## src/rtl/learn_pkg.sv

```systemverilog
// learn_pkg: state encoding, default widths and the saturating-increment
// helper shared by the learning_coach slice.
package learn_pkg;

  localparam int NOTE_W_DEF  = 4;
  localparam int IDX_W_DEF   = 5;
  localparam int DUR_W_DEF   = 26;
  localparam int SCORE_W_DEF = 8;
  localparam int TIMEOUT_DEF = 100_000_000;

  localparam int END_NOTE = 0;

  typedef enum logic [1:0] {
    ST_IDLE   = 2'd0,
    ST_PROMPT = 2'd1,
    ST_WAIT   = 2'd2,
    ST_DONE   = 2'd3
  } state_e;

  // Saturates at 2^w-1 for a w-bit counter carried in 32 bits.
  function automatic logic [31:0] sat_inc(
    input logic [31:0] v,
    input int          w
  );
    logic [31:0] lim;
    lim = (w >= 32) ? '1 : ((32'd1 << w) - 32'd1);
    return (v >= lim) ? lim : v + 32'd1;
  endfunction

endpackage

```

## src/rtl/learning_coach_key_event_detect.sv

```systemverilog
// key_event_detect: rising-edge detector on the synchronised key level,
// emitting a one-cycle event together with the key code captured on it.
module key_event_detect #(
  parameter int NOTE_W = 4
) (
  input  logic              clk,
  input  logic              rst_n,
  input  logic              i_key_pressed,
  input  logic [NOTE_W-1:0] i_pressed_key,
  output logic              o_key_event,
  output logic [NOTE_W-1:0] o_key_code
);

  logic              r_prev;
  logic              r_event;
  logic [NOTE_W-1:0] r_code;
  logic              w_rise;

  assign w_rise = i_key_pressed & ~r_prev;

  always_ff @(posedge clk or negedge rst_n) begin
    if (!rst_n) begin
      r_prev  <= 1'b0;
      r_event <= 1'b0;
      r_code  <= '0;
    end else begin
      r_prev  <= i_key_pressed;
      r_event <= w_rise;
      if (w_rise) begin
        r_code <= i_pressed_key;
      end
    end
  end

  assign o_key_event = r_event;
  assign o_key_code  = r_code;

endmodule

```

## src/rtl/learning_coach.sv

```systemverilog
// learning_coach: guided song practice between keypad, song ROM and buzzer.
// Optional wait-for-key timeout is built only with LEARN_TIMEOUT_EN.
module learning_coach
  import learn_pkg::*;
#(
  parameter int NOTE_W      = NOTE_W_DEF,
  parameter int IDX_W       = IDX_W_DEF,
  parameter int DUR_W       = DUR_W_DEF,
  parameter int SCORE_W     = SCORE_W_DEF,
  parameter int TIMEOUT_CYC = TIMEOUT_DEF
) (
  input  logic               clk,
  input  logic               rst_n,
  input  logic               start,
  input  logic               abort,
  input  logic [2:0]         song_select,
  input  logic [NOTE_W-1:0]  pressed_key,
  input  logic               key_pressed,
  output logic [2:0]         rom_song,
  output logic [IDX_W-1:0]   rom_index,
  input  logic [NOTE_W-1:0]  rom_note,
  input  logic [DUR_W-1:0]   rom_duration,
  output logic [NOTE_W-1:0]  note_to_play,
  output logic               play_note,
  output logic               note_buzzed,
  output logic               error_pulse,
  output logic [SCORE_W-1:0] hit_count,
  output logic [SCORE_W-1:0] miss_count,
  output logic               busy,
  output logic               done
);

  state_e             r_state;
  logic [2:0]         r_song;
  logic [IDX_W-1:0]   r_idx;
  logic [DUR_W-1:0]   r_dur;
  logic [SCORE_W-1:0] r_hit;
  logic [SCORE_W-1:0] r_miss;
  logic               r_err;

  logic               w_key_event;
  logic [NOTE_W-1:0]  w_key_code;
  logic               w_prompt;
  logic               w_wait;
  logic               w_end;
  logic [DUR_W-1:0]   w_hold;
  logic               w_last;
  logic               w_match;
  logic               w_idx_max;
  logic [SCORE_W-1:0] w_hit_inc;
  logic [SCORE_W-1:0] w_miss_inc;
  logic               w_timeout;

  key_event_detect #(
    .NOTE_W (NOTE_W)
  ) u_key (
    .clk           (clk),
    .rst_n         (rst_n),
    .i_key_pressed (key_pressed),
    .i_pressed_key (pressed_key),
    .o_key_event   (w_key_event),
    .o_key_code    (w_key_code)
  );

  assign w_prompt  = (r_state == ST_PROMPT);
  assign w_wait    = (r_state == ST_WAIT);
  assign w_end     = (rom_note == NOTE_W'(END_NOTE));
  assign w_hold    = (rom_duration == '0) ? DUR_W'(1) : rom_duration;
  assign w_last    = (r_dur == w_hold - DUR_W'(1));
  assign w_match   = (w_key_code == rom_note);
  assign w_idx_max = (r_idx == '1);

  assign w_hit_inc  = SCORE_W'(sat_inc(32'(r_hit), SCORE_W));
  assign w_miss_inc = SCORE_W'(sat_inc(32'(r_miss), SCORE_W));

`ifdef LEARN_TIMEOUT_EN
  localparam int TO_W = (TIMEOUT_CYC > 1) ? $clog2(TIMEOUT_CYC) : 1;
  localparam logic [TO_W-1:0] TO_LAST = TO_W'(TIMEOUT_CYC - 1);

  logic [TO_W-1:0] r_to;

  // Held at zero outside WAIT_KEY so every entry starts a fresh count.
  always_ff @(posedge clk or negedge rst_n) begin
    if (!rst_n) begin
      r_to <= '0;
    end else if (!w_wait) begin
      r_to <= '0;
    end else begin
      r_to <= r_to + TO_W'(1);
    end
  end

  assign w_timeout = w_wait && (r_to == TO_LAST);
`else
  assign w_timeout = 1'b0;
`endif

  always_ff @(posedge clk or negedge rst_n) begin
    if (!rst_n) begin
      r_state <= ST_IDLE;
      r_song  <= '0;
      r_idx   <= '0;
      r_dur   <= '0;
      r_hit   <= '0;
      r_miss  <= '0;
      r_err   <= 1'b0;
    end else begin
      r_err <= 1'b0;
      r_dur <= '0;
      if (abort) begin
        r_state <= ST_IDLE;
      end else begin
        unique case (r_state)
          ST_IDLE, ST_DONE: begin
            if (start) begin
              r_song  <= song_select;
              r_idx   <= '0;
              r_hit   <= '0;
              r_miss  <= '0;
              r_state <= ST_PROMPT;
            end
          end
          ST_PROMPT: begin
            if (w_end) begin
              r_state <= ST_DONE;
            end else if (w_last) begin
              r_state <= ST_WAIT;
            end else begin
              r_dur <= r_dur + DUR_W'(1);
            end
          end
          ST_WAIT: begin
            if (w_key_event) begin
              if (w_match) begin
                r_hit <= w_hit_inc;
                if (w_idx_max) begin
                  r_state <= ST_DONE;
                end else begin
                  r_idx   <= r_idx + IDX_W'(1);
                  r_state <= ST_PROMPT;
                end
              end else begin
                r_err   <= 1'b1;
                r_miss  <= w_miss_inc;
                r_state <= ST_PROMPT;
              end
            end else if (w_timeout) begin
              r_err   <= 1'b1;
              r_miss  <= w_miss_inc;
              r_state <= ST_PROMPT;
            end
          end
          default: r_state <= ST_IDLE;
        endcase
      end
    end
  end

  assign play_note    = w_prompt && !w_end;
  assign note_to_play = play_note ? rom_note : '0;
  assign note_buzzed  = play_note && (r_dur == '0);
  assign error_pulse  = r_err;
  assign rom_song     = r_song;
  assign rom_index    = r_idx;
  assign hit_count    = r_hit;
  assign miss_count   = r_miss;
  assign busy         = w_prompt || w_wait;
  assign done         = (r_state == ST_DONE);

endmodule

```

## config.mk

```make
export PLATFORM = sky130hd
export DESIGN_NAME = learning_coach
export DESIGN_NICKNAME = d
export VERILOG_FILES = /design/src/rtl/learn_pkg.sv /design/src/rtl/learning_coach_key_event_detect.sv /design/src/rtl/learning_coach.sv
export SDC_FILE = /design/constraint.sdc
export NUM_CORES = 1
export LEC_CHECK = 0
export ABC_CLOCK_PERIOD_IN_PS = 5700
export CORE_AREA = 2 2 90 92
export CTS_CLUSTER_DIAMETER = 30
export DETAILED_ROUTE_END_ITERATION = 6
export DIE_AREA = 0 0 92 94
export PLACE_DENSITY = 0.85
export SLEW_MARGIN = 10
export SYNTH_ARGS = -nofsm -noshare
export SYNTH_HDL_FRONTEND = slang
export SYNTH_SLANG_ARGS = --single-unit
```

## constraint.sdc

```tcl
create_clock -name clk -period 5.7 [get_ports clk]
set_input_delay 1.14 -clock clk [delete_from_list [all_inputs] [get_ports clk]]
set_output_delay 1.14 -clock clk [all_outputs]
set_load 0.02 [all_outputs]
```

==> run metrics <==
largest family of logic cells by synthesized area=simple AND/OR/NAND/NOR gates; FF+latch count, synth=59; CTS tree=done; share of cells above drive strength 1=9.02%; synth unique cells=65; CTS clk-pin slew, worst paths=around 0.07 ns; syn nets=between 500 and 600; Yosys top cell by area=dfrtp_1; Final Hold Vio Count=0; DP Worst Slack=approximately 0.22 ns; Slew Limit Fails=0; Synth top cells by count=65 x nor2_1, 59 x dfrtp_1, 38 x nand2_1; via/cell ratio=between 6 and 7; Post CTS Setup Buffer Count=0; VDD IR max=0.000218 V; Worst EP arrival=5.40 ns; Seq/Total Area, Yosys=roughly 34%; vias in the first global route=roughly 4100; Power Density=roughly 220 nW/um^2; min-delay src=u_key.r_prev$_DFF_PN0_; Syn Inst Count=a little over 500; drt wl/cell=between 15 and 20 um; clk_lat worst skew=about 0.34 ns; Tmin final=~5.2 ns; global-route wire length before repair=between 20 and 25 mm; actual slew at the worst max-slew pin=0.881 ns; relative slew slack=between 40% and 50%; nets@finish=~650; CTS Hold Bufs=0; top_reg_cell synth=dfrtp_1; Leak=2.12 nW; Post-synth ARST share=100%; Final period util=90.8%; RSZ-0062 raised after global routing=false; grt total ovfl=0; Reg2Reg Depth=8; average size of a mapped cell=8.47 um^2; adder-cell share of the synthesized area=roughly 2.9%; area delta synth->final=25.4%; Post-Syn Area=about 4400 um^2; Worst Skew=around 0.009 ns; Die Height=between 90 and 100 um; Area contributors post-synth=dfrtp_1 34%, xnor2_1 6.0%, nor2_1 5.6%; Routed Antenna Nets=0; DR vias=approximately 4400; Worst R2R Setup Slack=roughly 2.7 ns; largest net degree at the start of global routing=60; Yosys top cell area share=between 30% and 40%; FF-to-FF Start=r_state[0]$_DFFE_PN0P_; 1st-iter DRT viols=just over 400; top-count cell post-synth=nor2_1; initial antenna violation count=0; post-CTS sizing=0; CTS root buf=clkbuf_8; die area=a little under 9000 um^2; core area=between 7000 and 8000 um^2; setup TNS=0 ns; Hold WC Path Type=reg -> reg; final RePlAce weighted congestion=0.981; Synth Area in Compound Gates=15.5%; CP startpoint kind=input port; Initial Utilization=57.3%; die span in x=about 92 um; HPWL Detailed=~9.4 mm; row count=32; crit end category=register; Antenna Cells=0; IO Port Bufs=74; launch point of the worst path=rom_duration[6]; worst-case clock buffer depth=2; Yosys warning count=0; share of synthesized area spent on multiplexers=3.47%; WS Path Type=in -> reg; IO Count=75; CTS Buf Count=9; depth of the CTS H-tree=3; min setup slack post-route=approximately 0.53 ns; Tot GR Track Use=roughly 30%; Final Power=between 0.001 and 0.0015 W; CP max FO=26; Critical Path RT=between 5 and 6 ns; # setup viols final=0; drt first pass iters=5; simple-gate share of the synthesized area=a little under a third; Achievable Freq=slightly below 0.2 GHz; drt drc=0; outcome=finished clean; xor and xnor area share after synthesis=10.2%; DRT Wirelength=about 12 mm; Max Cap Viol=0; clk sinks=about 60; number of synthesized flops with an enable pin=0; Critical Path End=r_dur[5]$_DFF_PN0_; FF-to-FF End=hit_count[6]$_DFFE_PN0P_
-- layout by cell type, fill, tap and decap left out, types with 3 or more instances in the layout --
cell type	synthesis	final
inv_1	15	15
ha_1	10	10
nor4_1	17	17
mux2_2	9	9
and4_1	3	3
a31oi_1	5	5
xor2_1	21	21
nor2_1	65	65
nand4b_1	6	6
xnor2_1	30	30
dfrtp_1	59	59
a211oi_1	3	3
o31ai_1	9	9
clkdlybuf4s50_1	0	73
o211ai_1	4	4
and3_1	16	16
nor3_1	13	13
or4_1	6	6
a21oi_1	17	17
or3_1	3	3
nand3b_1	4	4
a22o_1	7	7
o21ai_0	27	27
nand3_1	26	26
a41oi_1	5	5
nor2b_1	10	10
nand4_1	11	11
buf_4	2	13
nand2_1	38	38
nand2b_1	4	4
clkbuf_8	0	9
or2_2	6	6
mux2i_1	5	5
and2_1	6	6
-- state kept, by name (all words and copies together) (netlist names), 2 cells and up --
register / flops
r_state: 2
hit_count: 8
rom_index: 5
u_key.o_key_code: 4
r_dur: 26
rom_song: 3
miss_count: 8
-- layout make-up --
type,instances,area [um^2]
Multi-Input combinational cell,421,2740
Fill cell,593,2140
Sequential cell,59,1480
Timing Repair Buffer,88,853
Clock buffer,10,128
Tap cell,102,128
Clock inverter,6,90.1
Inverter,15,56.3
-- routing by layer --
layer	up-vias	GRT usage [%]	routed length, um	part of all wire, %
met5	-	0	0	0
met4	0	6.59	179	1.5
met3	22	6.66	1090	8.8
met2	229	48.0	5830	47
met1	2120	40.4	5250	42
li1	2046	-	-	-
-- metrics by stage --
| step | cell area, um^2 | hold WS [ns] | std cells | utilization, % |
|---|---|---|---|---|
| 3_3_place_gp | 5250 | 0.458 | 685 | 69.0 |
| 6_report | 5470 | 0.488 | 701 | 71.9 |
| 2_1_floorplan | 4360 | 0.502 | 515 | - |
| 5_1_grt | 5470 | 0.517 | 701 | 71.9 |
| 4_1_cts | 5470 | 0.488 | 701 | 71.9 |
| 3_5_place_dp | 5250 | 0.471 | 685 | 69.0 |
-- worst min path at each step --
stage	endpoint	slack, ns	cells after the start
finish	u_key.o_key_event$_DFF_PN0_	0.49	1
global route	u_key.o_key_event$_DFF_PN0_	0.52	1
CTS	u_key.o_key_event$_DFF_PN0_	0.49	1
detailed placement	u_key.o_key_event$_DFF_PN0_	0.47	1
global placement	u_key.o_key_event$_DFF_PN0_	0.46	1
floorplan	u_key.o_key_code[0]$_DFFE_PN0P_	0.50	1
-- critical path: stages --
cell             delay [ns]
clkdlybuf4s50_1        0.50
or4_1                  0.61
nor3_1                 0.28
a31oi_1                0.13
ha_1                   0.25
nor3b_4                0.20
xnor2_1                0.13
or4_1                  0.54
or4_1                  0.48
a311oi_1               0.26
nand4_1                0.14
nor4_1                 0.20
a311o_1                0.27
buf_12                 0.18
nor2_1                 0.07
-- where the power goes --
part / total [W] / leakage, nW / switching [W] / internal (W)
sequential: 0.000457 / 0.804 / 0.0000174 / 0.000439
combinational: 0.000329 / 1.21 / 0.000183 / 0.000146
clock: 0.000424 / 0.106 / 0.000177 / 0.000247
total: 0.00121 / 2.12 / 0.000378 / 0.000832
-- logic make-up (layout without fill, tap and decap cells) --
family                     Yosys count  count (layout)
xor gates and xnor gates            51              51
AOI/OAI and AO/OA                   99              99
and+or+nand+nor                    247             247
adders and majority gates           10              10
buffers and inverters               35             119
muxes                               14              14
DFF                                 59              59
No activity file was read; power rests on OpenSTA's default activity.
==> RTL change 1: new RTL, config.mk and constraints unchanged <==
Put a register stage on the output `note_buzzed`, without a reset. The value now appears one clock later. The other outputs are not delayed to match.
--- a/src/rtl/learning_coach.sv
+++ b/src/rtl/learning_coach.sv
@@ -158,7 +158,9 @@
 
   assign play_note    = w_prompt && !w_end;
   assign note_to_play = play_note ? rom_note : '0;
-  assign note_buzzed  = play_note && (r_dur == '0);
+  always_ff @(posedge clk) begin
+    note_buzzed <= play_note && (r_dur == '0);
+  end
   assign error_pulse  = r_err;
   assign rom_song     = r_song;
   assign rom_index    = r_idx;
Formal check against the unedited RTL: not equivalent (Yosys sat finds a counterexample within 4 cycles, from zero or initial values and one cycle with rst_n low).
==> RTL change 1 against the original RTL <==
Fmax decreased by 4.7%; combinational power about the same; via count decreased by 2.6%; sequential cell count increased by 1; design area increased by 0.11%; cell count increased by 0.14%; power increased by 0.92%; worst setup slack got worse by 0.25 ns; largest power group unchanged; synthesized cell count increased by 0.19%; wire length decreased by 0.28%; largest cell class unchanged; global-route usage increased by 0.39 points; area after synthesis increased by 0.46%; hold slack got worse by 0.011 ns.
==> RTL change 1: results (changes against the original RTL) <==
- Final HPWL DP: 9240 um (was 9400 um)
- Post-synthesis sequential area ratio: 34.2% (was 33.9%)
- R2R Path Start: r_dur[4] (was r_state[0])
- Aggregate global-route resource usage: 29.9% (was 29.5%)
- Reg2reg path depth: 10 (was 8)
- Post-Syn Nets: 568 (was 567)
- Post-synth ARST share: 98.3% (was 100%)
- GP Congestion: 1.00 (was 0.981)
- Vias in the first global route: 4216 (was 4145)
- Hold_ws: 0.477 ns (was 0.488 ns)
- R2R setup slack: 2.52 ns (was 2.65 ns)
- Share of cells above drive strength 1: 9.00% (was 9.02%)
- Clock skew: 0.00920 ns (was 0.00901 ns)
- Top cells by area, synth: dfrtp_1 34%, xnor2_1 6.0%, nor2_1 5.6% (unchanged)
- Commonest cells in the netlist: 65 x nor2_1, 59 x dfrtp_1, 38 x nand2_1 (unchanged)
- Reg clk slew, reported paths: 0.07 ns (about the same)
- Worst slew margin: 47.1% (was 40.8%)
- Initial DRC Count: 268 (was 412)
- Worst-path fanout max: 14 (was 26)
- Final #Nets: 647 (was 646)
- Total routed wirelength: 12300 um (about the same)
- Fill cell count: 579 (was 593)
- Initial antenna violation count: 0 (unchanged)
- Vias per cell: 6.13 (was 6.30)
- WP data arrival: 5.66 ns (was 5.40 ns)
- FF-to-FF End: r_dur[22] (was hit_count[6])
- Peak supply drop: 174 uV (was 218 uV)
- Netlist cell types: 66 (was 65)
- Pleak: 2.13 nW (was 2.12 nW)
- First-pass GRT wire length: 20600 um (was 20300 um)
- DR pass1 iterations: 5 (unchanged)
- Status: complete, no violations (unchanged)
## RTL change 1: changes by cell type after synthesis
cell and change:
dfxtp_1 +1
## RTL change 1: metal layers
layer	track usage, %	wire length, um
met4	10.6	214
met3	5.30	752
met2	51.2	6300
met1	38.1	5040
met5	0	0
## RTL change 1: logic make-up after synthesis
| group | after synthesis | synth area share, % |
|---|---|---|
| buf+inv | 35 | 3.40 |
| fa+ha+maj | 10 | 2.86 |
| xor+xnor | 51 | 10.2 |
| flops | 60 | 34.2 |
| compound gates | 99 | 15.4 |
| simple gates | 247 | 30.5 |
| mux | 14 | 3.46 |
## RTL change 1: how the worst max path moves through the flow
stage	from	endpoint	slack, ns	depth (start not counted)
floorplan	rom_duration[6]	r_dur[21]	0.91	16
global route	rom_duration[11]	r_dur[12]	0.11	15
detailed placement	rom_duration[11]	r_dur[22]	0.07	15
global placement	rom_duration[11]	r_dur[16]	0.24	15
CTS	rom_duration[11]	r_dur[22]	0.39	15
finish	rom_duration[11]	r_dur[22]	0.27	15
## RTL change 1: final cells by class
class	instances	area, um2	share of cell area (%)
multi-input cells	421	2740	50.0
clock buffers	11	141	2.58
inverters	15	56.3	1.03
repair buffers	88	841	15.4
well taps	102	128	2.33
flip-flops and latches	60	1500	27.3
clock inverters	5	75.1	1.37
## RTL change 1: stage by stage
| step | worst slack (ns) | util (%) | power [W] | area [um2] | std cells |
|---|---|---|---|---|---|
| CTS | 0.393 | 71.9 | 0.00123 | 5470 | 702 |
| global route | 0.106 | 71.9 | 0.00128 | 5470 | 702 |
| detailed placement | 0.0656 | 69.1 | 0.000799 | 5260 | 686 |
| floorplan | 0.911 | - | 0.000652 | 4380 | 516 |
| global placement | 0.243 | 69.1 | 0.000788 | 5260 | 686 |
| finish | 0.271 | 71.9 | 0.00122 | 5470 | 702 |
## RTL change 1: critical path, stage by stage
cell and delay (ns):
clkdlybuf4s50_1 0.52, or4_1 0.65, nor3_1 0.28, a31oi_1 0.15
ha_1 0.26, nor3b_4 0.20, xnor2_1 0.14, or4_1 0.55
or4_1 0.49, a311oi_1 0.33, nand4_1 0.15, nor4_1 0.27
a311o_1 0.25, buf_4 0.21, nor2_1 0.08
## RTL change 1: where the power goes
part / internal [W] / switching [W] / total [W]
sequential: 0.000449 / 0.0000184 / 0.000468
combinational: 0.000144 / 0.000185 / 0.000329
clock: 0.000256 / 0.000169 / 0.000424
total: 0.000849 / 0.000372 / 0.00122
==> RTL change 2: new RTL, same flow settings <==
Without the edit above. Set the package constant `NOTE_W_DEF` to 6 (it was 4).
--- a/src/rtl/learn_pkg.sv
+++ b/src/rtl/learn_pkg.sv
@@ -2,7 +2,7 @@
 // helper shared by the learning_coach slice.
 package learn_pkg;
 
-  localparam int NOTE_W_DEF  = 4;
+  localparam int NOTE_W_DEF  = 6;
   localparam int IDX_W_DEF   = 5;
   localparam int DUR_W_DEF   = 26;
   localparam int SCORE_W_DEF = 8;
Ports: changed (resized note_to_play, pressed_key and rom_note); port bits go from 75 to 81. The function was not compared with the original's and may differ.
==> RTL change 2 against the original RTL <==
Wire length fell by 10%; power up 7.0%; combinational power up 14%; sequential power up 4.8%; area after synthesis shrank 6.0%; largest cell class unchanged; sequential cell count rose by 2; design area shrank 4.6%; worst setup slack got worse by 0.026 ns; global-route usage shrank 2.9 points; register-to-register slack gained 0.13 ns; first-iteration DRC count fell by 29%.
==> RTL change 2: results (changes against the original RTL) <==
- Sw Ratio: 30.8% (was 31.2%)
- Status: complete, no violations (unchanged)
- Clock skew: 0.0112 ns (was 0.00901 ns)
- Adder-cell area share of the yosys netlist: 3.05% (was 2.87%)
- Placed cell count: 644 (was 685)
- Mux cell area share after synthesis: 3.24% (was 3.47%)
- R2R setup slack: 2.78 ns (was 2.65 ns)
- Aggregate global-route resource usage: 26.6% (was 29.5%)
- Avg WL per Cell: 16.8 um (was 17.6 um)
- Port Buffer Count: 80 (was 74)
- Comb power: 0.000374 W (was 0.000329 W)
- Wire length on met2: 5330 um (was 5830 um)
- First-pass GRT wire length: 18300 um (was 20300 um)
- Vias per cell: 5.98 (was 6.30)
- Reg2reg path depth: 9 (was 8)
- Vias in the first global route: 3900 (was 4145)
- FF-to-FF End: r_dur[21] (was hit_count[6])
- Met3 WL: 715 um (was 1090 um)
- Complex-gate fraction of the synthesized area: 13.9% (was 15.5%)
- Commonest cells in the netlist: 61 x dfrtp_1, 56 x nor2_1, 37 x nand2_1 (was 65 x nor2_1, 59 x dfrtp_1, 38 x nand2_1)
- Pleak: 2.02 nW (was 2.12 nW)
- Netlist cell types: 56 (was 65)
- Final #Nets: 609 (was 646)
- GP Congestion: 0.990 (was 0.981)
- Post-Syn Area per Cell: 8.72 um2 (was 8.47 um2)
- Final HPWL DP: 8220 um (was 9400 um)
- Place WS: 0.182 ns (was 0.222 ns)
- R2R Path Start: r_dur[6] (was r_state[0])
- Crit path max-delay cell type: or4_4 (was or4_1)
- Hold path startpoint: rom_song[1] (was u_key.r_prev)
- Sequential group share of total power: 37.0% (was 37.7%)
- Hold Path End: rom_song[1] (was u_key.o_key_event)
- GR Layer Usage met2: 45.2% (was 48.0%)
==> RTL change 2: cell count changes after synthesis, moves of 6 or more <==
cell | unedited run | this run
inv_1 | 15 | 21
nand3_1 | 26 | 19
xor2_1 | 21 | 27
and3_1 | 16 | 8
nor2_1 | 65 | 56
nor2b_1 | 10 | 3
or3_1 | 3 | 9
==> RTL change 2: worst max-delay path by stage <==
stage	start	endpoint	slack, ns
after floorplan	rom_duration[3]	r_state[0]	1.14
after global placement	rom_duration[0]	r_dur[2]	0.15
after global routing	rom_duration[0]	r_dur[3]	0.17
after CTS	rom_duration[0]	r_dur[21]	0.53
final	rom_duration[0]	r_dur[21]	0.50
after detailed placement	rom_duration[0]	r_dur[21]	0.18
==> RTL change 2: final cells by class <==
cell class	count	area, um2
Fill cell	618	2390
Multi-Input combinational cell	374	2420
Sequential cell	61	1530
Clock inverter	4	70.1
Timing Repair Buffer	86	841
Inverter	21	78.8
Clock buffer	12	155
Tap cell	102	128
